### src/rtl/clk_gate_pkg.sv
// Shared types and helpers for the branch clock-enable controller.
// Optional feature macro used by this slice: CLK_GATE_STATS_EN (wake counter).
package clk_gate_pkg;

    // Controller states; the encoding is visible on the debug state port.
    typedef enum logic [1:0] {
        CG_OFF  = 2'd0,
        CG_WAKE = 2'd1,
        CG_ON   = 2'd2,
        CG_IDLE = 2'd3
    } cg_state_t;

    localparam logic [1:0] CG_ENC_OFF  = 2'd0;
    localparam logic [1:0] CG_ENC_WAKE = 2'd1;
    localparam logic [1:0] CG_ENC_ON   = 2'd2;
    localparam logic [1:0] CG_ENC_IDLE = 2'd3;

    localparam int unsigned WAKE_CNT_W = 16;

    // Width needed to hold the larger of the two timer reload values.
    function automatic int unsigned cg_timer_width(input int unsigned wake_cyc,
                                                   input int unsigned idle_cyc);
        int unsigned m;
        m = (wake_cyc > idle_cyc) ? wake_cyc : idle_cyc;
        return $clog2(m + 1);
    endfunction

endpackage

### src/rtl/clk_gate_ctrl_if.sv
// Requester-side bundle of the clock-enable controller.
// With CLK_GATE_STATS_EN defined the bundle also carries wake_cnt.
interface clk_gate_ctrl_if #(
    parameter int unsigned N_REQ = 4
);
    import clk_gate_pkg::*;

    logic [N_REQ-1:0] req;
    logic             force_on;
    logic [N_REQ-1:0] ack;
    logic             gate_en;
    logic [1:0]       state;
`ifdef CLK_GATE_STATS_EN
    logic [WAKE_CNT_W-1:0] wake_cnt;
`endif

    // Requesters drive demand and observe grants.
    modport master (
        output req,
        output force_on,
        input  ack,
        input  gate_en,
        input  state
`ifdef CLK_GATE_STATS_EN
        ,
        input  wake_cnt
`endif
    );

    // Controller consumes demand and drives grants.
    modport slave (
        input  req,
        input  force_on,
        output ack,
        output gate_en,
        output state
`ifdef CLK_GATE_STATS_EN
        ,
        output wake_cnt
`endif
    );

endinterface

### src/rtl/clk_gate_timer.sv
// Loadable down-counter shared by the wake settle and idle hysteresis phases.
module clk_gate_timer #(
    parameter int unsigned W = 2
) (
    input  logic         clk,
    input  logic         rst_n,
    input  logic         load,
    input  logic [W-1:0] load_val,
    input  logic         dec,
    output logic         zero
);

    logic [W-1:0] cnt_q;
    logic [W-1:0] cnt_d;

    // Load wins over decrement; the count parks at zero and never wraps.
    always_comb begin
        cnt_d = cnt_q;
        if (load) begin
            cnt_d = load_val;
        end else if (dec && (cnt_q != '0)) begin
            cnt_d = cnt_q - W'(1);
        end
    end

    // Counter register.
    always_ff @(posedge clk or negedge rst_n) begin
        if (!rst_n) begin
            cnt_q <= '0;
        end else begin
            cnt_q <= cnt_d;
        end
    end

    assign zero = (cnt_q == '0);

endmodule

### src/rtl/clk_gate_ctrl.sv
// Clock-enable controller for a shared gated branch clock.
// Requests are acked only after a wake settle time; after demand drops the
// clock is held on for an idle hysteresis before gating off.
// Optional: CLK_GATE_STATS_EN adds a saturating OFF->WAKE counter (wake_cnt).
module clk_gate_ctrl
    import clk_gate_pkg::*;
#(
    parameter int unsigned N_REQ    = 4,
    parameter int unsigned WAKE_CYC = 2,
    parameter int unsigned IDLE_CYC = 16
) (
    input  logic             mclk,
    input  logic             rst_n,
    clk_gate_ctrl_if.slave   bus
);

    localparam int unsigned TMR_W = cg_timer_width(WAKE_CYC, IDLE_CYC);

    cg_state_t        state_q;
    cg_state_t        state_d;
    logic [N_REQ-1:0] ack_q;
    logic [N_REQ-1:0] ack_d;
    logic             gate_en_q;
    logic             gate_en_d;

    logic             dem;
    logic             tmr_load;
    logic [TMR_W-1:0] tmr_load_val;
    logic             tmr_dec;
    logic             tmr_zero;

    clk_gate_timer #(
        .W (TMR_W)
    ) u_timer (
        .clk      (mclk),
        .rst_n    (rst_n),
        .load     (tmr_load),
        .load_val (tmr_load_val),
        .dec      (tmr_dec),
        .zero     (tmr_zero)
    );

    // Next-state, timer control and registered-output inputs.
    always_comb begin
        state_d      = state_q;
        tmr_load     = 1'b0;
        tmr_load_val = '0;
        tmr_dec      = 1'b0;
        dem          = (|bus.req) | bus.force_on;

        unique case (state_q)
            CG_OFF: begin
                if (dem) begin
                    state_d      = CG_WAKE;
                    tmr_load     = 1'b1;
                    tmr_load_val = TMR_W'(WAKE_CYC - 1);
                end
            end
            CG_WAKE: begin
                // Settle always completes; a vanished request is handled from ON.
                if (tmr_zero) begin
                    state_d = CG_ON;
                end else begin
                    tmr_dec = 1'b1;
                end
            end
            CG_ON: begin
                if (!dem) begin
                    state_d      = CG_IDLE;
                    tmr_load     = 1'b1;
                    tmr_load_val = TMR_W'(IDLE_CYC - 1);
                end
            end
            CG_IDLE: begin
                // Returning demand beats expiry, even on the last idle cycle.
                if (dem) begin
                    state_d = CG_ON;
                end else if (tmr_zero) begin
                    state_d = CG_OFF;
                end else begin
                    tmr_dec = 1'b1;
                end
            end
            default: begin
                state_d = CG_OFF;
            end
        endcase

        ack_d     = (state_d == CG_ON) ? bus.req : '0;
        gate_en_d = (state_d != CG_OFF);
    end

    // State and output registers.
    always_ff @(posedge mclk or negedge rst_n) begin
        if (!rst_n) begin
            state_q   <= CG_OFF;
            ack_q     <= '0;
            gate_en_q <= 1'b0;
        end else begin
            state_q   <= state_d;
            ack_q     <= ack_d;
            gate_en_q <= gate_en_d;
        end
    end

    assign bus.ack     = ack_q;
    assign bus.gate_en = gate_en_q;
    assign bus.state   = state_q;

`ifdef CLK_GATE_STATS_EN
    logic [WAKE_CNT_W-1:0] wake_cnt_q;
    logic [WAKE_CNT_W-1:0] wake_cnt_d;

    // Count cold wakes, saturating at all-ones.
    always_comb begin
        wake_cnt_d = wake_cnt_q;
        if ((state_q == CG_OFF) && (state_d == CG_WAKE) && (wake_cnt_q != '1)) begin
            wake_cnt_d = wake_cnt_q + WAKE_CNT_W'(1);
        end
    end

    // Wake counter register.
    always_ff @(posedge mclk or negedge rst_n) begin
        if (!rst_n) begin
            wake_cnt_q <= '0;
        end else begin
            wake_cnt_q <= wake_cnt_d;
        end
    end

    assign bus.wake_cnt = wake_cnt_q;
`endif

endmodule

### src/flat_wrapper.sv
// flat-port wrapper written by rule: the top's interface ports become plain ports
module clk_gate_ctrl_flat import clk_gate_pkg::*;
#(
    parameter int unsigned N_REQ    = 4,
    parameter int unsigned WAKE_CYC = 2,
    parameter int unsigned IDLE_CYC = 16
)
  (mclk, rst_n, bus_req, bus_force_on, bus_ack, bus_gate_en, bus_state);
  clk_gate_ctrl_if #(.N_REQ(N_REQ)) bus_i ();
  input  logic mclk;
  input  logic rst_n;
  input wire logic [$bits(bus_i.req)-1:0] bus_req;
  input wire logic [$bits(bus_i.force_on)-1:0] bus_force_on;
  output wire logic [$bits(bus_i.ack)-1:0] bus_ack;
  output wire logic [$bits(bus_i.gate_en)-1:0] bus_gate_en;
  output wire logic [$bits(bus_i.state)-1:0] bus_state;
  assign bus_i.req = bus_req;
  assign bus_i.force_on = bus_force_on;
  assign bus_ack = bus_i.ack;
  assign bus_gate_en = bus_i.gate_en;
  assign bus_state = bus_i.state;
  clk_gate_ctrl #(.N_REQ(N_REQ), .WAKE_CYC(WAKE_CYC), .IDLE_CYC(IDLE_CYC)) u_core (.mclk(mclk), .rst_n(rst_n), .bus(bus_i));
endmodule
### config.mk
export PLATFORM = sky130hd
export DESIGN_NAME = clk_gate_ctrl_flat
export DESIGN_NICKNAME = d
export VERILOG_FILES = /design/src/rtl/clk_gate_pkg.sv /design/src/rtl/clk_gate_ctrl_if.sv /design/src/rtl/clk_gate_timer.sv /design/src/rtl/clk_gate_ctrl.sv /design/src/flat_wrapper.sv
export SDC_FILE = /design/constraint.sdc
export NUM_CORES = 1
export LEC_CHECK = 0
export ABC_AREA = 1
export CORE_AREA = 3 3 40 42
export CTS_CLUSTER_SIZE = 12
export DETAILED_ROUTE_END_ITERATION = 8
export DIE_AREA = 0 0 43 45
export DONT_BUFFER_PORTS = 1
export PLACE_DENSITY = 0.79
export SYNTH_ARGS = -nofsm -noshare
export SYNTH_HDL_FRONTEND = slang
export SYNTH_HIERARCHICAL = 1
export SYNTH_SLANG_ARGS = --single-unit
export TNS_END_PERCENT = 50
### constraint.sdc
create_clock -name mclk -period 2.5 [get_ports mclk]
set_input_delay 0.75 -clock mclk [delete_from_list [all_inputs] [get_ports mclk]]
set_output_delay 0.75 -clock mclk [all_outputs]
set_load 0.05 [all_outputs]
# [Word level (Yosys, flattened, before mapping)]
# Cells that the tools add are included.
[totals] register_bits=12 word_cells=35
[classes] n_addsub=1 eq_ne=4 n_mux=18 bitwise=1 reduce_logical=7
[ops] operator="2-bit 2-to-1 mux" count=5
[ops] operator="5-bit 2-to-1 mux" count=2
[ops] operator="5-bit case mux with 2 select lines" count=1
[ops] operator="4-bit 2-to-1 mux" count=2
[ops] operator="2-bit case mux with 4 select lines" count=1
[ops] operator="2-bit == test, second input constant" count=3
[ops] operator="5-bit logical NOT" count=1
[ops] operator="1-bit 2-to-1 mux" count=5
[ops] operator="5-bit nonzero test" count=1
[ops] operator="5-bit by 1-bit subtractor with 5-bit output, second input constant" count=1
[ops] operator="1-bit case mux with 2 select lines" count=2
[ops] operator="2-bit nonzero test" count=2
[ops] operator="4-bit OR reduction" count=1
[ops] operator="2-bit by 1-bit == test with 1-bit output, second input constant" count=1
[ops] operator="2-bit logical NOT" count=1
[ops] operator="1-bit logical AND" count=1
[ops] operator="1-bit bitwise OR" count=1

# [Longest topological paths before layout]
[depth] word_depth=7 depth_mapped=10

# [Cells and area by module]
# The synthesis kept the hierarchy.
[modules_own_cells] mod="clk_gate_ctrl" instances=1 cells_each=37 area_per_inst_um2=374.1
[modules_own_cells] mod="clk_gate_timer" instances=1 cells_each=46 area_per_inst_um2=335.3

# [Worst setup path before layout]
# Ideal clock, no wire load.
[synth_timing] kind="input -> register" startpoint="input bus_req[1]" endpoint="register u_core.u_timer.cnt_q[2]" arrival_time_ns=1.962 required_time_ns=2.383 setup_slack_ns=0.421 cell_stages=8 n_path_buf=0 path_cell_list="nor2_2 nand3_4 o21ai_0 inv_2 o21ai_0 nand2_1 nand2_1 nand2_1"
[synth_between] word_cells_on_any_way=12 classes_between="mux: 8; bitwise: 1; reduce/logical: 3"
[synth_rtl] item="start: declaration" line_no="flat_wrapper.sv:12" source="input wire logic [$bits(bus_i.req)-1:0] bus_req;"
[synth_rtl] item="4-bit OR reduction (*)" line_no="clk_gate_ctrl.sv:49" source="dem = (|bus.req) | bus.force_on;"
[synth_rtl] item="1-bit bitwise OR (*)" line_no="clk_gate_ctrl.sv:49"
[synth_rtl] item="1-bit 2-to-1 mux, on equally long branches" line_no="clk_gate_ctrl.sv:68, clk_gate_ctrl.sv:53"
[synth_rtl] item="1-bit case mux with 2 select lines (*)" line_no="clk_gate_ctrl.sv:51" source="unique case (state_q)"
[synth_rtl] item="via u_core.tmr_load" line_no="clk_gate_ctrl.sv:27" source="logic tmr_load;"
[synth_rtl] item="5-bit 2-to-1 mux or 2-bit nonzero test (tied branches)"
[synth_rtl] item="end signal: assignment" line_no="clk_gate_timer.sv:31" source="cnt_q <= cnt_d;"
[synth_rtl] item="end: declaration" line_no="clk_gate_timer.sv:13" source="logic [W-1:0] cnt_q;"
# The timed path passes the listed nets; every way through them passes the cells marked *.
# A chain may end at the register's enable or synchronous reset.

# [Worst setup path in the final report]
# Same ends and word-level chain as after synthesis.

==> qor.csv <==
metric,value,unit
netlist_top_cells_area,"dfrtp_1 (42%), nand2_1 (9.0%), inv_1 (6.3%), nand3_1 (5.6%), nor3_2 (5.6%)",
path_cells,"nor2_2, nand3_4, o21ai_0, inv_2, o21ai_0, nand2_1, nand2_1, nand2_1",
synthArstFlopShare,100,%
synthMuxAreaShare,0,%
ys_top_cells_by_count,"nand2_1 (17), dfrtp_1 (12), inv_1 (12), nand3_1 (8)",
synth_warnings,6,
synthXorXnorAreaFrac,0,%
cts_setup_buffers,0,
die_h,45,microns
syn_to_final_growth,9.88,%
cpPeakStageDelay,0.64,ns
die_x,43,microns
drt_iter0_markers,9,
grt_max_degree,13,
synthCells,83,
routed_wl,1180,microns
cp_max_fo,9,
initial_core_util,55.2,%
regToRegSetupSlack,0.66,ns
synth_edf_count,0,
syn_nets,91,
synth_seq_cells,12,
cp.buffers_inverters,1,
die-area,0.00194,sq mm
synthSimpleGateAreaFrac,39.0,%
cts_tree,done,
timing.rr.start,u_core/u_timer/cnt_q[0],
clock-sinks,12,
worst_hold_slack,0.161,ns
syn_area_per_cell,8.55,sq um
yosysSeqAreaShare,42.3,%
rsz0062_at_grt,false,
cts_resized,0,
portBuffers,0,
cts_made_buffers,3,
synth_compound_area_share,8.99,%
tightest_slew,0.774,ns
finalWorstSetupSlack,0.548,ns
cpLargestDelayFamily,compound AO/OA/AOI/OAI gates,
rows,13,
setup_viol,0,
htreeDepth,1,
r2r_end,u_core/u_timer/cnt_q[1],
status,"finished, final reports clean",
cp.required,2.67,ns
synth_fa_ha_area_share,1.76,%
preCtsSetupSlack,0.249,ns
core,0.00128,sq mm
dr.pass1.iters,4,
reg2regPathDepth,10,
avgViaCountPerCell,5.19,
vias,540,
dpl.hpwl,940,microns
leakage,0.388,nW
antenna_cells,0,
maxCapViolCount,0,
ir_drop,0.758,mV
p_total,1.14,mW
grt_pass1_vias,496,
netlist_area,709,sq um
powerDensity,1460,mW/mm^2
antenna_found_initial,0,
gp_congestion,0.804,
ios,14,
post_drt_wl_per_cell,11.3,microns
yosysTopAreaCell,dfrtp_1,
critPathSlowestCell,o21ai_0,
final_util,60.7,%
clockBufferDepth,2,
drive_above_1_share,30.3,%
critPathLaunchType,input port,
clock_latency,0.27,ns
grt_pass1_wl,2060,microns
setup_tns,0,ns
critPathArrivalTime,2.12,ns
hp-class,in2async,
yosysMostFrequentCell,nand2_1,
clock.fmax,0.512,GHz
layout_min_cycle_time,1.95,ns
skew,0.00945,ns
cts_root_buf,clkbuf_4,
critPathKind,in2reg,
grt_overflow,0,
postRouteAntennaNets,0,
synth_top_cell_area_share,42.3,%
critPathMostFrequentCell,nand2_1,
final_nets,98,
cts.clk_slew.worst_paths,0.08,ns
fin_crit_sh,78.1,%
synth_top_family_by_area,simple AND/OR/NAND/NOR gates,
holdBufCountCts,0,
end_kind,flop,
ys_types,21,
finalHoldViolCount,0,
drc,0,
grtUsageTotal,14.5,%
synthFlopType,dfrtp_1,
slew_headroom,47.9,%
drv_slew,0,
## final cells by class
class	instances	area, sq um
tap	15	18.8
fill	116	505
sequential	12	300
inverter	14	52.6
timing repair buffer	2	15.0
multi-input combinational	57	357
clock buffer	4	36.3
## state kept, by name, summed over array words and instances (netlist names)
| signal | flops |
|---|---|
| u_core/u_timer/cnt_q | 5 |
| u_core/bus.gate_en | 1 |
| u_core/bus.ack | 4 |
| u_core/bus.state | 2 |
## worst register-to-register path, cell delays in order, from the launching register on
cell      delay (ns)
dfrtp_1         0.35
inv_1           0.09
ha_1            0.26
nand3b_2        0.14
inv_1           0.08
or2_4           0.26
a21oi_1         0.27
nand2_4         0.11
nand2_4         0.09
nand2_1         0.07
o21ai_2         0.05
## cells in the final DEF, fill, tap and decap left out, types with 3 or more instances in the layout
cell and count:
clkbuf_4 3, dfrtp_1 12, inv_1 12, nand2_1 17
nand2_4 3, nand3_1 8, nor2_1 4, nor2_2 3
nor3_2 4, o21ai_0 4
## metrics by stage
step | std cells | cell area [sq um]
floorplan | 83 | 709
global placement | 100 | 743
detailed placement | 100 | 743
CTS | 104 | 779
global route | 104 | 779
finish | 104 | 779
## worst max-delay path by stage
| stage | depth (start not counted) | endpoint | start |
|---|---|---|---|
| 2_1_floorplan | 8 | u_core/u_timer/cnt_q[2] | bus_req[1] |
| 3_3_place_gp | 8 | u_core/u_timer/cnt_q[2] | bus_req[1] |
| 3_5_place_dp | 8 | u_core/u_timer/cnt_q[2] | bus_req[1] |
| 4_1_cts | 8 | u_core/u_timer/cnt_q[2] | bus_req[1] |
| 5_1_grt | 8 | u_core/u_timer/cnt_q[2] | bus_req[1] |
| 6_report | 8 | u_core/u_timer/cnt_q[2] | bus_req[1] |
## metal layers
metal / share of wire (%) / GRT usage (%) / vias to the layer above
met3: 4.4 / 3.98 / 2
met2: 52 / 23.4 / 17
li1: - / - / 273
met5: 0 / 0 / -
met4: 0.85 / 7.23 / 0
met1: 42 / 18.1 / 248
## kinds of logic (layout without fill, tap and decap cells)
family,after synthesis,count (layout)
flops,12,12
compound gates,9,9
fa+ha+maj,1,1
other cells,1,1
buf+inv,14,20
simple gates,46,46
## power breakdown
part	leakage, nW	internal, mW	total (mW)	switching [mW]
Sequential	0.145	0.277	0.460	0.182
Combinational	0.221	0.180	0.523	0.343
Clock	0.0210	0.0884	0.154	0.0651
No activity file was read; power rests on OpenSTA's default activity.
